### config.mk
export PLATFORM = sky130hd
export DESIGN_NAME = id_stage_fwd
export DESIGN_NICKNAME = d
export VERILOG_FILES = /design/src/rtl/id_pkg.sv /design/src/rtl/id_fwd_mux.sv /design/src/rtl/id_stage_fwd.sv
export SDC_FILE = /design/constraint.sdc
export NUM_CORES = 1
export LEC_CHECK = 0
export BUFFER_PORTS_ARGS = -buffer_cell sky130_fd_sc_hd__buf_2
export CORE_AREA = 2 2 164 166
export DETAILED_ROUTE_END_ITERATION = 10
export DIE_AREA = 0 0 166 168
export GPL_TIMING_DRIVEN = 1
export PLACE_DENSITY_LB_ADDON = 0.1
export SETUP_SLACK_MARGIN = 0.4
export SYNTH_ARGS = -nofsm -noshare
export SYNTH_HDL_FRONTEND = slang
export SYNTH_HIERARCHICAL = 1
export SYNTH_SLANG_ARGS = --single-unit
### constraint.sdc
create_clock -name clk -period 8 [get_ports clk]
set_input_delay 1.2 -clock clk [delete_from_list [all_inputs] [get_ports clk]]
set_output_delay 1.2 -clock clk [all_outputs]
set_load 0.005 [all_outputs]
### src/rtl/id_pkg.sv
// id_pkg: opcode, funct and immediate-type definitions shared by the RV32I decode stage
package id_pkg;
  localparam logic [6:0] OP_R     = 7'h33;
  localparam logic [6:0] OP_I     = 7'h13;
  localparam logic [6:0] OP_L     = 7'h03;
  localparam logic [6:0] OP_S     = 7'h23;
  localparam logic [6:0] OP_B     = 7'h63;
  localparam logic [6:0] OP_LUI   = 7'h37;
  localparam logic [6:0] OP_AUIPC = 7'h17;
  localparam logic [6:0] OP_JAL   = 7'h6f;
  localparam logic [6:0] OP_JALR  = 7'h67;
  localparam logic [2:0] F3_ADD   = 3'b000;
  localparam logic [2:0] F3_SLL   = 3'b001;
  localparam logic [2:0] F3_SR    = 3'b101;
  localparam logic [6:0] F7_0     = 7'h00;
  localparam logic [6:0] F7_ALT   = 7'h20;
  typedef enum logic [2:0] {IMM_NONE, IMM_I, IMM_SH, IMM_S, IMM_B, IMM_U, IMM_J} imm_t;
endpackage

### src/rtl/id_fwd_mux.sv
// id_fwd_mux: priority forwarding mux for one source operand (index 0 wins, x0 and unused read as 0)
module id_fwd_mux #(
  parameter int XLEN = 32,
  parameter int AW   = 5,
  parameter int NFWD = 3
) (
  input  logic                 used_i,
  input  logic [AW-1:0]        addr_i,
  input  logic [XLEN-1:0]      rdata_i,
  input  logic [NFWD-1:0]      fwd_we_i,
  input  logic [NFWD*AW-1:0]   fwd_waddr_i,
  input  logic [NFWD*XLEN-1:0] fwd_wdata_i,
  output logic [XLEN-1:0]      data_o
);
  always_comb begin
    data_o = rdata_i;
    for (int i = NFWD - 1; i >= 0; i--)
      if (fwd_we_i[i] && fwd_waddr_i[i*AW +: AW] == addr_i) data_o = fwd_wdata_i[i*XLEN +: XLEN];
    if (!used_i || addr_i == '0) data_o = '0;
  end
endmodule

### src/rtl/id_stage_fwd.sv
// id_stage_fwd: RV32I decode with operand forwarding, load-use stall and ID/EX register
module id_stage_fwd
  import id_pkg::*;
#(
  parameter int XLEN = 32,
  parameter int AW   = 5,
  parameter int NFWD = 3
) (
  input  logic                 clk,
  input  logic                 rst,
  input  logic                 if_valid,
  input  logic [XLEN-1:0]      if_pc,
  input  logic [31:0]          if_inst,
  output logic                 id_ready,
  output logic [AW-1:0]        reg1_raddr,
  input  logic [XLEN-1:0]      reg1_rdata,
  output logic [AW-1:0]        reg2_raddr,
  input  logic [XLEN-1:0]      reg2_rdata,
  input  logic [NFWD-1:0]      fwd_we,
  input  logic [NFWD*AW-1:0]   fwd_waddr,
  input  logic [NFWD*XLEN-1:0] fwd_wdata,
  input  logic                 flush,
  input  logic                 ex_ready,
  output logic                 ex_valid,
  output logic [XLEN-1:0]      ex_pc,
  output logic [31:0]          ex_inst,
  output logic [XLEN-1:0]      ex_reg1,
  output logic [XLEN-1:0]      ex_reg2,
  output logic [XLEN-1:0]      ex_imm,
  output logic [AW-1:0]        ex_waddr,
  output logic                 ex_we,
  output logic                 ex_is_load,
  output logic                 ex_illegal
);
  logic [6:0] opc, f7;
  logic [2:0] f3;
  logic u1, u2, we, ld, ill, hazard, advance, take;
  imm_t it;
  logic [31:0] imm32;
  logic [XLEN-1:0] op1, op2;
  logic valid_q, we_q, ld_q, ill_q;
  logic [XLEN-1:0] pc_q, r1_q, r2_q, imm_q;
  logic [31:0] inst_q;
  logic [AW-1:0] waddr_q;
  assign opc = if_inst[6:0];
  assign f3 = if_inst[14:12];
  assign f7 = if_inst[31:25];
  assign reg1_raddr = AW'(if_inst[19:15]);
  assign reg2_raddr = AW'(if_inst[24:20]);
  always_comb begin
    u1 = 1'b0;
    u2 = 1'b0;
    we = 1'b0;
    ld = 1'b0;
    ill = 1'b0;
    it = IMM_NONE;
    case (opc)
      OP_R: begin
        u1 = 1'b1;
        u2 = 1'b1;
        we = 1'b1;
        ill = !(f7 == F7_0 || (f7 == F7_ALT && (f3 == F3_ADD || f3 == F3_SR)));
      end
      OP_I: begin
        u1 = 1'b1;
        we = 1'b1;
        it = (f3 == F3_SLL || f3 == F3_SR) ? IMM_SH : IMM_I;
        ill = f3 == F3_SLL ? f7 != F7_0 : f3 == F3_SR ? !(f7 == F7_0 || f7 == F7_ALT) : 1'b0;
      end
      OP_L: begin
        u1 = 1'b1;
        we = 1'b1;
        ld = 1'b1;
        it = IMM_I;
        ill = f3 == 3'b011 || f3 == 3'b110 || f3 == 3'b111;
      end
      OP_S: begin
        u1 = 1'b1;
        u2 = 1'b1;
        it = IMM_S;
        ill = f3 > 3'b010;
      end
      OP_B: begin
        u1 = 1'b1;
        u2 = 1'b1;
        it = IMM_B;
        ill = f3 == 3'b010 || f3 == 3'b011;
      end
      OP_LUI, OP_AUIPC: begin
        we = 1'b1;
        it = IMM_U;
      end
      OP_JAL: begin
        we = 1'b1;
        it = IMM_J;
      end
      OP_JALR: begin
        u1 = 1'b1;
        we = 1'b1;
        it = IMM_I;
        ill = f3 != F3_ADD;
      end
      default: ill = 1'b1;
    endcase
    if (ill) begin
      u1 = 1'b0;
      u2 = 1'b0;
      we = 1'b0;
      ld = 1'b0;
      it = IMM_NONE;
    end
  end
  always_comb
    imm32 = it == IMM_I  ? {{20{if_inst[31]}}, if_inst[31:20]} :
            it == IMM_SH ? {27'b0, if_inst[24:20]} :
            it == IMM_S  ? {{20{if_inst[31]}}, if_inst[31:25], if_inst[11:7]} :
            it == IMM_B  ? {{19{if_inst[31]}}, if_inst[31], if_inst[7], if_inst[30:25], if_inst[11:8], 1'b0} :
            it == IMM_U  ? {if_inst[31:12], 12'b0} :
            it == IMM_J  ? {{11{if_inst[31]}}, if_inst[31], if_inst[19:12], if_inst[20], if_inst[30:21], 1'b0} :
            32'b0;
  id_fwd_mux #(.XLEN(XLEN), .AW(AW), .NFWD(NFWD)) u_fwd1 (
    .used_i(u1), .addr_i(reg1_raddr), .rdata_i(reg1_rdata), .fwd_we_i(fwd_we),
    .fwd_waddr_i(fwd_waddr), .fwd_wdata_i(fwd_wdata), .data_o(op1)
  );
  id_fwd_mux #(.XLEN(XLEN), .AW(AW), .NFWD(NFWD)) u_fwd2 (
    .used_i(u2), .addr_i(reg2_raddr), .rdata_i(reg2_rdata), .fwd_we_i(fwd_we),
    .fwd_waddr_i(fwd_waddr), .fwd_wdata_i(fwd_wdata), .data_o(op2)
  );
  assign hazard = if_valid && valid_q && ld_q && we_q && waddr_q != '0 &&
                  ((u1 && reg1_raddr == waddr_q) || (u2 && reg2_raddr == waddr_q));
  assign advance = !valid_q || ex_ready;
  assign id_ready = advance && !hazard;
  assign take = if_valid && id_ready;
  always_ff @(posedge clk) begin
    if (rst) begin
      valid_q <= 1'b0;
      pc_q <= '0;
      inst_q <= '0;
      r1_q <= '0;
      r2_q <= '0;
      imm_q <= '0;
      waddr_q <= '0;
      we_q <= 1'b0;
      ld_q <= 1'b0;
      ill_q <= 1'b0;
    end else if (flush) begin
      valid_q <= 1'b0;
      we_q <= 1'b0;
    end else if (advance) begin
      valid_q <= take;
      if (take) begin
        pc_q <= if_pc;
        inst_q <= if_inst;
        r1_q <= op1;
        r2_q <= op2;
        imm_q <= XLEN'($signed(imm32));
        waddr_q <= AW'(if_inst[11:7]);
        we_q <= we;
        ld_q <= ld;
        ill_q <= ill;
      end else if (hazard) we_q <= 1'b0;
    end
  end
  assign ex_valid = valid_q;
  assign ex_pc = pc_q;
  assign ex_inst = inst_q;
  assign ex_reg1 = r1_q;
  assign ex_reg2 = r2_q;
  assign ex_imm = imm_q;
  assign ex_waddr = waddr_q;
  assign ex_we = we_q;
  assign ex_is_load = ld_q;
  assign ex_illegal = ill_q;
endmodule

==> results_dict.tcl <==
set metrics [dict create \
    cap_violations 0 \
    r2r_setup_slack_ns 4.22 \
    yosys.area_share.simple_pct 13.07 \
    fin_cells 1915 \
    syn_to_final_growth_pct 23.22 \
    cts_buffers 17 \
    syn_avg_cell_area_sq_um 8.228 \
    switching_share_pct 30.21 \
    crit_fanout 28 \
    drc 0 \
    slew_headroom_pct 23.98 \
    synth.top_cells.by_area "dfxtp_1 32%, o21ai_0 9.9%, a221oi_2 8.8%" \
    fin_crit_ns 4.991 \
    dr.pass1.iters 7 \
    initial_core_util_pct 38.94 \
    post-route-period-util_pct 62.39 \
    fmax_mhz 200.4 \
    worstSetupStartpointType "input pin" \
    grt-ovfl-total 0 \
    synthFlopType "dfxtp_1" \
    grt_max_degree 112 \
    power_switching_mw 0.6078 \
    drv_slew 0 \
    r2r_cells 8 \
    synth_top_cell_area_share_pct 32.00 \
    required_ns 6.80 \
    pwr-share-clk_pct 42.7 \
    cp-end-kind "primary output" \
    synth_mux_area_share_pct 6.341 \
    dp.cells 1880 \
    synth_area_sq_um 10260 \
    num_vias 11150 \
    cts_hold_buf 0 \
    dpl.hpwl_um 27770 \
    skew_ns 0.01799 \
    p_int_mw 1.404 \
    fin_nets 1805 \
    cts-resized-gates 0 \
    power_frac_seq_pct 42.4 \
    track_usage_pct 28.37 \
    ant_nets 0 \
    rows 60 \
    cts_setup_buffers 0 \
    rsz0062_at_grt "no" \
    hold_viol 0 \
    clockRootBuffer "clkbuf_16" \
    worstSetupPathType "input pin to primary output" \
    synth.ff_latch_count 164 \
    first_iter_violations 1040 \
    die_x_um 166 \
    ys_warn_count 6 \
    synth_top_family_by_area "compound AO/OA/AOI/OAI gates" \
    synth_xor_xnor_area_share_pct 3.500 \
    fp.dieArea_sq_um 27890 \
    num_io_pins 427 \
    grt_pass1_vias 10530 \
    syn_inst 1247 \
    drive_above_1_share_pct 35.20 \
    outcome "complete, no violations" \
    placed_area_sq_um 12030 \
    port_buffers 426 \
    syn_nets 1494 \
    vias_per_cell 5.825 \
    ys_seq_area_share_pct 32.00 \
    power.density_nw_per_um2 159.1 \
    routedWlPerCell_um 21.72 \
    ir_drop_uv 116.0 \
    p_leak_nw 5.253 \
    synthArstFlopShare_pct 0 \
    htreeDepth 4 \
    fin_area_sq_um 12640 \
    setup_viol 0 \
    synth_compound_area_share_pct 33.76 \
    insertion_delay_ns 0.44 \
    gp_congestion 0.8909 \
    cts_tree "yes" \
    cts.sinks 164 \
    synthAdderAreaFrac_pct 0 \
    synth_edf_count 0 \
    worstHoldPathCells 2 \
    tightest_slew_ns 1.140 \
    power_frac_comb_pct 14.9 \
    core-area_sq_um 26350 \
    yosys.cell_types.count 62 \
    setup_tns_ns 0 \
    worstHoldPathType "flop to flop" \
    antenna_found_initial 6 \
    grt_pass1_wl_um 62720 \
    fin_ws_ns 3.009 \
    wl_um 41590 \
    worstPathArrival_ns 3.79 \
    post-place-ws_ns 2.731 \
    synth_area_leader_cell "dfxtp_1" \
    clk_pin_slew_ns 0.06 \
    chipHeight_um 168 \
    clock_path_buffers 2 \
]
[power by group through the flow]
stage | clock network (mW) | registers (mW) | logic [mW]
6_report | 0.859 | 0.853 | 0.301
5_1_grt | 0.906 | 0.855 | 0.325
4_1_cts | 0.876 | 0.852 | 0.298
3_5_place_dp | 0 | 0.871 | 0.298
3_3_place_gp | 0 | 0.871 | 0.294
2_1_floorplan | 0 | 0.872 | 0.151
[synthesized netlist by cell type, drive strengths merged, types with 2 or more instances]
| cell | instances |
|---|---|
| a22oi | 6 |
| nor2b | 5 |
| nand2 | 20 |
| o31ai | 4 |
| or4 | 2 |
| o22ai | 8 |
| xnor2 | 13 |
| a311oi | 5 |
| a211oi | 25 |
| nand4 | 11 |
| a211o | 3 |
| dfxtp | 164 |
| o21bai | 3 |
| o21a | 4 |
| clkbuf | 76 |
| and2 | 3 |
| buf | 70 |
| a31oi | 5 |
| a21oi | 167 |
| and3 | 4 |
| nor2 | 25 |
| or2 | 2 |
| a221oi | 64 |
| nor3 | 14 |
| nand3b | 3 |
| xor2 | 28 |
| o211ai | 3 |
| nor4 | 10 |
| nand2b | 5 |
| mux2i | 65 |
| o2bb2ai | 9 |
| nand4bb | 2 |
| inv | 66 |
| nand3 | 137 |
| o21ai | 206 |
[layer usage]
layer / GRT usage, % / up-vias / share of wire, %
met2: 48.40 / 504 / 49
met1: 35.62 / 5359 / 41
met5: 0 / - / 0.099
li1: - / 5209 / -
met4: 9.830 / 6 / 2.5
met3: 5.900 / 76 / 7.3
[area by class of cell]
| cell class | count | area [sq um] |
|---|---|---|
| Sequential cell | 164 | 3283 |
| Tap cell | 341 | 426.7 |
| Timing Repair Buffer | 438 | 2225 |
| Multi-Input combinational cell | 871 | 5843 |
| Antenna cell | 3 | 7.507 |
| Fill cell | 2686 | 13710 |
| Clock inverter | 15 | 183.9 |
| Clock buffer | 17 | 425.4 |
| Inverter | 66 | 247.7 |
[cells in the final DEF, fill, tap and decap left out, types with 8 or more instances in the layout]
master,n
a211oi_1,24
a21oi_1,167
a221oi_2,60
buf_2,425
buf_4,13
clkbuf_16,17
dfxtp_1,164
inv_1,66
mux2i_1,65
nand2_1,20
nand3_1,135
nand4_1,11
nor2_1,24
nor3_1,13
o21ai_0,202
o22ai_1,8
o2bb2ai_1,9
xnor2_1,13
xor2_1,28
[kinds of logic (layout without fill, tap and decap cells)]
kind of cell | after synthesis | in the layout
buffers and inverters | 212 | 536
flip-flops | 164 | 164
multiplexers | 65 | 65
AO/OA/AOI/OAI | 518 | 518
AND/OR/NAND/NOR | 247 | 247
other | 0 | 3
XOR/XNOR | 41 | 41
[sequential cells by signal, summed over array words and instances (netlist names)]
signal      cells
ex_illegal      1
ex_is_load      1
ex_pc          32
ex_reg1        32
ex_imm         32
ex_we           1
ex_inst        32
ex_valid        1
ex_reg2        32
[final timing paths]
check | start | to
worst min register to register | ex_reg2[9] | ex_reg2[9]
worst max register to register | ex_inst[10] | ex_imm[1]
worst max-delay path | if_inst[3] | id_ready
worst min-delay path | ex_reg2[9] | ex_reg2[9]
[critical path, stage by stage]
cell and delay [ns]:
buf_2 0.16, nand3b_1 0.52, o21bai_1 0.36, nor4_1 0.29, o21ai_0 0.25, nor3_4 0.78
nor2_1 0.07, buf_2 0.16
[metrics by stage]
step / total power, mW / util (%) / hold WS [ns]
final: 2.012 / 47.98 / 0.4709
after global routing: 2.087 / 47.98 / 0.4863
after CTS: 2.026 / 47.95 / 0.4720
after detailed placement: 1.168 / 45.64 / 0.4628
after global placement: 1.165 / 45.64 / 0.4569
after floorplan: 1.023 / - / 0.4658
Power figures use the tool's default switching activity.
